<file path="src/rtl/o_accum_norm_pkg.sv">
// o_accum_norm shared types: Q9.17 star vectors,
// saturation limits and the accumulate/normalise FSM states.
package o_accum_norm_pkg;

    localparam int MAX_EMBEDDING_DIM = 4;
    localparam int DIM       = MAX_EMBEDDING_DIM + 1;
    localparam int DATA_W    = 27;
    localparam int FRAC      = 17;
    localparam int DVD_W     = DATA_W + FRAC;
    localparam int DIV_ITERS = DVD_W;
    localparam int LANE_W    = $clog2(DIM);

    typedef logic signed [DATA_W-1:0] star_t;
    typedef star_t [DIM-1:0] star_vector_t;

    localparam star_t STAR_MAX = {1'b0, {(DATA_W-1){1'b1}}};
    localparam star_t STAR_MIN = {1'b1, {(DATA_W-1){1'b0}}};
    localparam star_t STAR_ONE = star_t'(1 << FRAC);

    typedef enum logic [1:0] {
        ACCUM,
        DIV,
        OUT
    } state_t;

    // 28-bit sum clamped back into the 27-bit signed range
    function automatic star_t sat_add(star_t a, star_t b);
        logic [DATA_W:0] s;
        s = {a[DATA_W-1], a} + {b[DATA_W-1], b};
        if (s[DATA_W] != s[DATA_W-1])
            return s[DATA_W] ? STAR_MIN : STAR_MAX;
        return s[DATA_W-1:0];
    endfunction

endpackage

</file>
<file path="src/rtl/o_accum_norm_if.sv">
// Upstream (expmul) and downstream handshake bundle
// for the O* accumulate/normalise stage.
interface o_accum_norm_if;
    import o_accum_norm_pkg::*;

    logic         vld_in;
    logic         rdy_out;
    logic         last_in;
    star_vector_t exp_o_in;
    star_vector_t exp_v_in;
    star_vector_t o_star_prev_out;
    logic         vld_out;
    logic         rdy_in;
    star_vector_t o_out;
    logic         div_err;

    modport master (
        output vld_in, last_in, exp_o_in, exp_v_in, rdy_in,
        input  rdy_out, o_star_prev_out, vld_out, o_out, div_err
    );

    modport slave (
        input  vld_in, last_in, exp_o_in, exp_v_in, rdy_in,
        output rdy_out, o_star_prev_out, vld_out, o_out, div_err
    );

endinterface

</file>
<file path="src/rtl/o_accum_norm_seq_divider.sv">
// Unsigned restoring divider, 44-bit dividend / 27-bit divisor,
// one load cycle then one quotient bit per cycle, saturating result.
module o_accum_norm_seq_divider
    import o_accum_norm_pkg::*;
(
    input  logic              clk,
    input  logic              rst,
    input  logic              start,
    input  logic [DVD_W-1:0]  dividend,
    input  logic [DATA_W-1:0] divisor,
    output logic              busy,
    output logic              done,
    output logic [DATA_W-1:0] quotient
);

    logic [DVD_W-1:0]  q_q;
    logic [DATA_W-1:0] r_q;
    logic [DATA_W-1:0] d_q;
    logic [5:0]        cnt_q;
    logic [DATA_W:0]   r_sh;
    logic [DATA_W:0]   r_sub;

    assign r_sh  = {r_q, q_q[DVD_W-1]};
    assign r_sub = r_sh - {1'b0, d_q};
    assign done  = busy && (cnt_q == '0);

    // anything above 26 magnitude bits clamps to STAR_MAX
    assign quotient = (|q_q[DVD_W-1:DATA_W-1])
                    ? STAR_MAX
                    : {1'b0, q_q[DATA_W-2:0]};

    always_ff @(posedge clk or negedge rst) begin
        if (!rst) begin
            busy  <= 1'b0;
            cnt_q <= '0;
            q_q   <= '0;
            r_q   <= '0;
            d_q   <= '0;
        end else if (start) begin
            busy  <= 1'b1;
            cnt_q <= 6'(DIV_ITERS);
            q_q   <= dividend;
            r_q   <= '0;
            d_q   <= divisor;
        end else if (busy && cnt_q != '0) begin
            cnt_q <= cnt_q - 6'd1;
            if (r_sh >= {1'b0, d_q}) begin
                r_q <= r_sub[DATA_W-1:0];
                q_q <= {q_q[DVD_W-2:0], 1'b1};
            end else begin
                r_q <= r_sh[DATA_W-1:0];
                q_q <= {q_q[DVD_W-2:0], 1'b0};
            end
        end else if (done) begin
            busy <= 1'b0;
        end
    end

endmodule

</file>
<file path="src/rtl/o_accum_norm.sv">
// Accumulates exp_o+exp_v into O*, then on the row's last key
// divides lanes 1..DIM-1 by lane 0 with one shared serial divider.
module o_accum_norm
    import o_accum_norm_pkg::*;
(
    input logic           clk,
    input logic           rst,
    o_accum_norm_if.slave bus
);

    state_t            state_q, state_d;
    star_vector_t      o_star_q;
    star_vector_t      o_out_q;
    logic              div_err_q;
    logic [LANE_W-1:0] lane_q;
    logic [LANE_W-1:0] div_lane;
    logic              start, busy, done;
    logic              last_lane, den_bad, acc_fire;
    logic [DATA_W-1:0] quot;
    logic [DATA_W-1:0] num_mag;
    logic [DVD_W-1:0]  dividend;
    star_t             num, quot_s, res;

    assign acc_fire  = (state_q == ACCUM) && bus.vld_in;
    assign last_lane = lane_q == LANE_W'(DIM - 1);
    assign den_bad   = o_star_q[0][DATA_W-1] || (o_star_q[0] == '0);

    // a finishing lane hands the divider straight to the next lane
    assign div_lane = (done && !last_lane) ? lane_q + LANE_W'(1) : lane_q;
    assign num      = o_star_q[div_lane];
    assign num_mag  = num[DATA_W-1] ? DATA_W'(-num) : num;
    assign dividend = {num_mag, {FRAC{1'b0}}};

    assign quot_s = quot;
    assign res    = o_star_q[lane_q][DATA_W-1] ? -quot_s : quot_s;

    o_accum_norm_seq_divider u_div (
        .clk      (clk),
        .rst      (rst),
        .start    (start),
        .dividend (dividend),
        .divisor  (o_star_q[0]),
        .busy     (busy),
        .done     (done),
        .quotient (quot)
    );

    always_ff @(posedge clk or negedge rst) begin
        if (!rst) state_q <= ACCUM;
        else      state_q <= state_d;
    end

    always_comb begin
        state_d = state_q;
        start   = 1'b0;
        unique case (state_q)
            ACCUM: begin
                if (acc_fire && bus.last_in) state_d = DIV;
            end
            DIV: begin
                if (!busy) begin
                    if (den_bad) state_d = OUT;
                    else         start   = 1'b1;
                end else if (done) begin
                    if (last_lane) state_d = OUT;
                    else           start   = 1'b1;
                end
            end
            OUT: begin
                if (bus.rdy_in) state_d = ACCUM;
            end
            default: state_d = ACCUM;
        endcase
    end

    always_ff @(posedge clk or negedge rst) begin
        if (!rst) begin
            o_star_q  <= '0;
            o_out_q   <= '0;
            div_err_q <= 1'b0;
            lane_q    <= '0;
        end else begin
            unique case (state_q)
                ACCUM: begin
                    if (acc_fire) begin
                        for (int i = 0; i < DIM; i++)
                            o_star_q[i] <= sat_add(bus.exp_o_in[i],
                                                   bus.exp_v_in[i]);
                        if (bus.last_in) begin
                            lane_q     <= LANE_W'(1);
                            o_out_q[0] <= STAR_ONE;
                        end
                    end
                end
                DIV: begin
                    if (!busy && den_bad) begin
                        o_out_q   <= '0;
                        div_err_q <= 1'b1;
                    end else if (done) begin
                        o_out_q[lane_q] <= res;
                        if (!last_lane) lane_q <= lane_q + LANE_W'(1);
                    end
                end
                OUT: begin
                    if (bus.rdy_in) begin
                        o_star_q  <= '0;
                        div_err_q <= 1'b0;
                        lane_q    <= '0;
                    end
                end
                default: ;
            endcase
        end
    end

    assign bus.rdy_out         = state_q == ACCUM;
    assign bus.vld_out         = state_q == OUT;
    assign bus.o_star_prev_out = o_star_q;
    assign bus.o_out           = o_out_q;
    assign bus.div_err         = div_err_q;

endmodule

</file>
<file path="src/flat_wrapper.sv">
// flat-port wrapper written by rule: the top's interface ports become plain ports
module o_accum_norm_flat import o_accum_norm_pkg::*;
  (clk, rst, bus_vld_in, bus_last_in, bus_exp_o_in, bus_exp_v_in, bus_rdy_in, bus_rdy_out, bus_o_star_prev_out, bus_vld_out, bus_o_out, bus_div_err);
  o_accum_norm_if bus_i ();
  input logic clk;
  input logic rst;
  input wire logic [$bits(bus_i.vld_in)-1:0] bus_vld_in;
  input wire logic [$bits(bus_i.last_in)-1:0] bus_last_in;
  input wire logic [$bits(bus_i.exp_o_in)-1:0] bus_exp_o_in;
  input wire logic [$bits(bus_i.exp_v_in)-1:0] bus_exp_v_in;
  input wire logic [$bits(bus_i.rdy_in)-1:0] bus_rdy_in;
  output wire logic [$bits(bus_i.rdy_out)-1:0] bus_rdy_out;
  output wire logic [$bits(bus_i.o_star_prev_out)-1:0] bus_o_star_prev_out;
  output wire logic [$bits(bus_i.vld_out)-1:0] bus_vld_out;
  output wire logic [$bits(bus_i.o_out)-1:0] bus_o_out;
  output wire logic [$bits(bus_i.div_err)-1:0] bus_div_err;
  assign bus_i.vld_in = bus_vld_in;
  assign bus_i.last_in = bus_last_in;
  assign bus_i.exp_o_in = bus_exp_o_in;
  assign bus_i.exp_v_in = bus_exp_v_in;
  assign bus_i.rdy_in = bus_rdy_in;
  assign bus_rdy_out = bus_i.rdy_out;
  assign bus_o_star_prev_out = bus_i.o_star_prev_out;
  assign bus_vld_out = bus_i.vld_out;
  assign bus_o_out = bus_i.o_out;
  assign bus_div_err = bus_i.div_err;
  o_accum_norm u_core (.clk(clk), .rst(rst), .bus(bus_i));
endmodule
</file>
<file path="config.mk">
export PLATFORM = sky130hd
export DESIGN_NAME = o_accum_norm_flat
export DESIGN_NICKNAME = d
export VERILOG_FILES = /design/src/rtl/o_accum_norm_pkg.sv /design/src/rtl/o_accum_norm_if.sv /design/src/rtl/o_accum_norm_seq_divider.sv /design/src/rtl/o_accum_norm.sv /design/src/flat_wrapper.sv
export SDC_FILE = /design/constraint.sdc
export NUM_CORES = 1
export LEC_CHECK = 0
export CORE_MARGIN = 8
export CORE_UTILIZATION = 50
export DETAILED_ROUTE_END_ITERATION = 8
export GPL_ROUTABILITY_DRIVEN = 0
export PLACE_DENSITY = 0.76
export SLEW_MARGIN = 20
export SYNTH_ARGS = -nofsm -noshare
export SYNTH_HDL_FRONTEND = slang
export SYNTH_SLANG_ARGS = --single-unit
</file>
<file path="constraint.sdc">
create_clock -name clk -period 5.3 [get_ports clk]
set_input_delay 1.325 -clock clk [delete_from_list [all_inputs] [get_ports clk]]
set_output_delay 1.325 -clock clk [all_outputs]
set_load 0.005 [all_outputs]
</file>
==> results of run 1 <==
## cells in the final DEF, fill, tap and decap left out, types with 32 or more instances in the layout
master,netlist,layout
clkdlybuf4s50_1,0,546
dfrtp_1,381,380
o21ai_0,364,360
nand2_1,352,350
a21oi_1,195,193
ha_1,179,178
nor2_1,166,166
nand3_1,150,147
xnor2_1,99,97
a21o_1,81,81
inv_1,77,77
buf_4,0,64
xor2_1,63,63
mux2i_1,57,57
a221o_1,50,50
clkbuf_16,0,39
a22oi_1,33,33
nand2b_1,32,32
## cells by family after synthesis
kind of cell,after synthesis
buffers and inverters,222
muxes,93
adders and majority gates,187
and+or+nand+nor,880
DFF,381
xor gates and xnor gates,162
AOI/OAI and AO/OA,981
## state kept, by name, summed over array words and instances, names as in the netlist
signal	cells
u_core.bus.div_err	1
u_core.lane_q	3
u_core.u_div.d_q	27
u_core.state_q	2
u_core.u_div.busy	1
u_core.bus.o_out	135
u_core.u_div.q_q	44
u_core.bus.o_star_prev_out	135
u_core.u_div.r_q	27
u_core.u_div.cnt_q	6
## what timing repair did
action,CTS,global route
endpoints found under the hold margin,0,0
endpoints found under the setup margin,0,38
resized for setup,0,6
buffers inserted,0,2
## metal layers
metal / GRT usage [%] / part of all wire (%) / up-vias
met5: 0 / 0 / -
met4: 14.2 / 5.1 / 0
met3: 8.61 / 9.5 / 257
met2: 53.1 / 48 / 1340
met1: 36.3 / 37 / 12200
li1: - / - / 11700
## power by group
group / internal, uW / switching [uW]
sequential: 3940 / 1480
combinational: 4450 / 5950
clock: 1660 / 1250
## layout make-up
class	count	area share, %
diodes	6	0.0448
inverters	77	0.863
clock buffers	50	3.19
clock inverters	21	0.870
multi-input cells	2303	45.8
repair buffers	619	18.3
well taps	680	2.54
flip-flops and latches	381	28.5
## final timing paths
check / depth (start not counted) / endpoint / startpoint
worst min register to register: 2 / u_core.bus.o_out[121]$_DFFE_PN0P_ / u_core.bus.o_out[121]$_DFFE_PN0P_
max in group asynchronous: 2 / u_core.bus.o_out[85]$_DFFE_PN0P_ / rst
min in group asynchronous: 1 / u_core.u_div.r_q[26]$_DFFE_PN0P_ / rst
worst min-delay path: 2 / u_core.bus.o_out[121]$_DFFE_PN0P_ / u_core.bus.o_out[121]$_DFFE_PN0P_
worst max register to register: 13 / u_core.bus.o_out[20]$_DFFE_PN0P_ / u_core.u_div.q_q[28]$_DFFE_PN0P_
worst max-delay path: 18 / u_core.bus.o_star_prev_out[76]$_DFFE_PN0P_ / bus_exp_v_in[54]
## critical path, stage by stage
cell             delay [ns]
clkdlybuf4s50_1        0.40
ha_1                   0.23
fa_2                   0.35
a211o_1                0.32
a2111oi_4              0.35
o21ai_2                0.11
a41oi_2                0.22
o211a_1                0.20
o31a_1                 0.18
o21ai_2                0.09
nand2_1                0.08
mux2_2                 0.34
a2111o_1               0.44
ha_4                   0.30
nand4_1                0.12
o21ai_2                0.19
buf_12                 0.18
o21ai_0                0.11
## through the flow
| step | hold slack (ns) | total power, uW |
|---|---|---|
| 6_report | 0.479 | 18700 |
| 5_1_grt | 0.513 | 19800 |
| 4_1_cts | 0.485 | 18500 |
| 3_5_place_dp | 0.470 | 15500 |
| 3_3_place_gp | 0.460 | 15200 |
| 2_1_floorplan | 0.473 | 11200 |
==> flow_summary.ini, run 1 <==
[yosys]
synth_ff_type = dfrtp_1
synthXorXnorAreaFrac_pct = 5.55
synth_cells = 2906
synth_area_leaders = dfrtp_1 (37%), ha_1 (8.8%), o21ai_0 (7.1%)
synth_mux_area_share_pct = 3.97
synth_cell_types = 94
seq_area_frac_synth_pct = 37.3
async_reset_ff_share_pct = 100
yosys_warnings = 0
syn_nets = 3366
synth-simple-area-share_pct = 16.3
postSynthRegisterBits = 381
yosysTopAreaCellShare_pct = 37.3
synth_edf_count = 0
synth_top_family_by_area = compound AO/OA/AOI/OAI gates
synth-compound-area-share_pct = 24.3
synth.largest_area_cell = dfrtp_1
synth-adder-area-share_pct = 9.30
syn-cell-area_um2 = 25600
syn_avg_cell_area_um2 = 8.80
synth_common_cells = dfrtp_1 (381), o21ai_0 (364), nand2_1 (352)
yosysMostFrequentCell = dfrtp_1

[critical_path]
crit_type = input pin to register
cp_data_required_time_ns = 5.75
cp-end-kind = register
path_max_fanout = 26
worstSetupStartpointType = input pin
reg2reg_slack_ns = 0.32
arrival_ns = 5.55

[cts]
htree_levels = 2
cts_sinks = 381
clockBufferDepth = 3
clkTransAtPathRegs_ns = 0.06
cts_made_buffers = 39
ctsHoldBuffers = 0
clk_latency_ns = 0.60
cts_root_buf = clkbuf_16
cts_tree = yes

[cells_and_area]
register_area_um2 = 9540
final_cells = 4137
n_fill_cell = 4083
areaGrowthSynthToFinish_pct = 31.0
fin_nets = 3881
drive_gt1_share_pct = 6.66
multiInputGateArea_um2 = 15300
fin_util_pct = 65.7
design_area_um2 = 33500

[power_and_ir_drop]
leakagePower_uw = 0.0147
peakVddDrop_mv = 0.373
powerDensity_nw_per_um2 = 559

[sta]
setup_slack_ns = 0.201
fmax_mhz = 196
relSlewSlack_pct = 26.8
finClkSkew_ns = 0.0394
slew_viol_final = 0
tightest_slew_ns = 1.09
hold_viol_final = 0
min_period_ns = 5.10
timing.setup.tns_ns = 0
post-route-period-util_pct = 96.2
setup_viol = 0

[die]
core_um2 = 51000
die_h_um = 242
fp.dieW_um = 242
io_pins = 548
rows = 83
design.die.area_um2 = 58700
start_util_pct = 50.2

[placement]
placed_cells = 4058
numPortBuffers = 547
post-place-ws_ns = -0.368
dpl.hpwl_mm = 74.2
placed_cell_area_um2 = 32100

[global_route]
grt_max_degree = 136
antenna_found_initial = 6
grt_usage_pct = 31.2
grt_pass1_vias = 25300
overflow = 0
grt_pass1_wl_mm = 147

[routing]
route.detailed.drc = 0
first_pass_iters = 6
wl_per_cell_um = 23.2
drtAntennaViolNets = 0
drt_iter0_drc = 2440
dr_total_vias = 25500
viasPerCell = 6.17
wirelength_mm = 95.8

[status]
run_status = finished, final reports clean

[run]
drv_cap = 0

[min_path]
hold_path.class = register to register
Note: power is estimated with default switching activity, not from simulation.
==> run 2, diff against run 1 <==
--- a/config.mk
+++ b/config.mk
@@ -8,8 +8,10 @@
 export CORE_MARGIN = 8
 export CORE_UTILIZATION = 50
 export DETAILED_ROUTE_END_ITERATION = 8
+export DONT_BUFFER_PORTS = 1
 export GPL_ROUTABILITY_DRIVEN = 0
-export PLACE_DENSITY = 0.76
+export GPL_TIMING_DRIVEN = 0
+export PLACE_DENSITY = 0.62
 export SLEW_MARGIN = 20
 export SYNTH_ARGS = -nofsm -noshare
 export SYNTH_HDL_FRONTEND = slang
==> run 2 against run 1 <==
Compared with the run above: power down 4.4%; sequential share of layout area up 5.4 points; largest power group unchanged; critical endpoint is now u_core.bus.o_star_prev_out[78]$_DFFE_PN0P_; clock power rose by 13%.
==> flow_summary.ini, run 2 (synthesized netlist as in run 1, its figures left out) <==
[status]
run_status = finished, final reports clean

[sta]
min_period_ns = 5.22
tightest_slew_ns = 1.16
relSlewSlack_pct = 22.6
fmax_mhz = 192
slew_viol_final = 0
post-route-period-util_pct = 98.5
finClkSkew_ns = 0.0248
setup_viol = 0
hold_viol_final = 0

[min_path]
hold_path.class = input pin to asynchronous set/reset pin

[power_and_ir_drop]
switching_share_pct = 48.4
leakagePower_uw = 0.0126
clockPowerShare_pct = 18.5
seqPwrFrac_pct = 32.3
intPower_uw = 9230
pwr-share-comb_pct = 49.2
powerDensity_nw_per_um2 = 635
power.switching_uw = 8660
peakVddDrop_mv = 0.287

[critical_path]
crit_type = input pin to register
arrival_ns = 5.69
worstSetupStartpointType = input pin
cp-end-kind = register
cp_data_required_time_ns = 5.77
path_max_fanout = 10

[cts]
clockBufferDepth = 3
cts_tree = yes
clkTransAtPathRegs_ns = 0.06
htree_levels = 2
cts_sinks = 381
cts_root_buf = clkbuf_16
ctsHoldBuffers = 0
cts_made_buffers = 43
clk_latency_ns = 0.61

[die]
start_util_pct = 50.2
design.die.area_um2 = 58700
fp.dieW_um = 242
core_um2 = 51000
io_pins = 548
die_h_um = 242
rows = 83

[global_route]
grt_pass1_wl_mm = 141
antenna_found_initial = 0
grt_pass1_vias = 22900
overflow = 0
grt_usage_pct = 30.4
grt_max_degree = 382

[run]
drv_cap = 0

[cells_and_area]
fin_util_pct = 55.3
design_area_um2 = 28200
areaGrowthSynthToFinish_pct = 10.2
fin_nets = 3413
drive_gt1_share_pct = 6.19
final_common_cell = dfrtp_1
layout_common_cells = dfrtp_1 (381), o21ai_0 (362), nand2_1 (352), a21oi_1 (192), ha_1 (179)

[routing]
route.detailed.drc = 0
wirelength_mm = 93.2
wl_per_cell_um = 25.4
drtAntennaViolNets = 0
first_pass_iters = 6
dr_total_vias = 23400
drt_iter0_drc = 2113
viasPerCell = 6.37

[placement]
dpl.hpwl_mm = 74.4
placed_cell_area_um2 = 26500
numPortBuffers = 0
==> run 2: cell types whose count changed in the layout (fill, tap and decap cells not counted), sizes merged <==
cell           change
clkinv             -5
clkdlybuf4s50    -546
bufinv             +2
buf               -49
diode              -5
clkbuf           +133
clkinvlp           +2
==> run 2: repair_timing <==
item | in CTS | in global routing
gates resized for setup | 7 | 27
endpoints found under the setup margin | 52 | 121
gates cloned | 0 | 0
buffers inserted | 1 | 2
hold endpoints to repair | 0 | 0
pin swaps | 1 | 1
==> run 2: final cells by class <==
class / count / area (um^2)
timing repair buffer: 4 / 30.0
sequential: 381 / 9530
tap: 680 / 851
inverter: 77 / 289
multi-input combinational: 2303 / 15300
fill: 4705 / 22800
antenna: 1 / 2.50
buffer: 143 / 589
clock inverter: 20 / 338
clock buffer: 60 / 1250
==> run 2: worst paths after layout <==
check                      slack (ns)  cells past startpoint                       startpoint                                           to
min                              0.46                      0                              rst              u_core.u_div.r_q[5]$_DFFE_PN0P_
max                              0.08                     18                 bus_exp_v_in[54]   u_core.bus.o_star_prev_out[78]$_DFFE_PN0P_
max in group asynchronous        3.93                      0                              rst  u_core.bus.o_star_prev_out[125]$_DFFE_PN0P_
min in group clk                 0.51                      1  u_core.u_div.d_q[2]$_DFFE_PN0P_              u_core.u_div.d_q[2]$_DFFE_PN0P_
max reg2reg                      0.26                     17     u_core.lane_q[0]$_DFFE_PN0P_             u_core.u_div.q_q[41]$_DFFE_PN0P_
min reg2reg                      0.51                      1  u_core.u_div.d_q[2]$_DFFE_PN0P_              u_core.u_div.d_q[2]$_DFFE_PN0P_
==> run 2: power by group through the flow <==
stage | clock (uW) | sequential, uW | combinational, uW
after floorplan | 0 | 4730 | 6430
after global placement | 0 | 5750 | 8360
after detailed placement | 0 | 5770 | 8580
after CTS | 3330 | 5730 | 8640
after global routing | 3440 | 5860 | 9690
final | 3300 | 5780 | 8810
==> run 2: metal layers <==
metal	wire (um)	share of wire, %	GRT usage, %
met5	0	0	0
met4	5620	6.0	16.5
met3	8600	9.2	9.55
met2	44700	48	51.0
met1	34300	37	34.3
==> run 2: through the flow <==
stage	hold WS [ns]	total power (uW)	cells	setup WS (ns)	TNS [ns]
detailed placement	0.494	14400	3587	-0.678	-42.50
finish	0.460	17900	3669	0.0810	0
global placement	0.490	14100	3586	-0.575	-37.25
floorplan	0.473	11200	2906	0.0149	0
global route	0.429	19000	3668	-0.0760	-0.990
CTS	0.438	17700	3668	0.0316	0
==> run 2: worst max-delay path: stages <==
cell       delay (ns)
ha_1             0.23
fa_2             0.38
a211o_1          0.37
a2111oi_4        0.34
o21ai_1          0.14
a41oi_2          0.22
o211a_1          0.24
o31a_1           0.20
o21ai_1          0.12
nand2_1          0.09
mux2_2           0.35
a2111o_1         0.40
ha_1             0.28
clkbuf_4         0.21
nand4_1          0.21
o21ai_4          0.25
clkbuf_4         0.22
o21ai_0          0.10
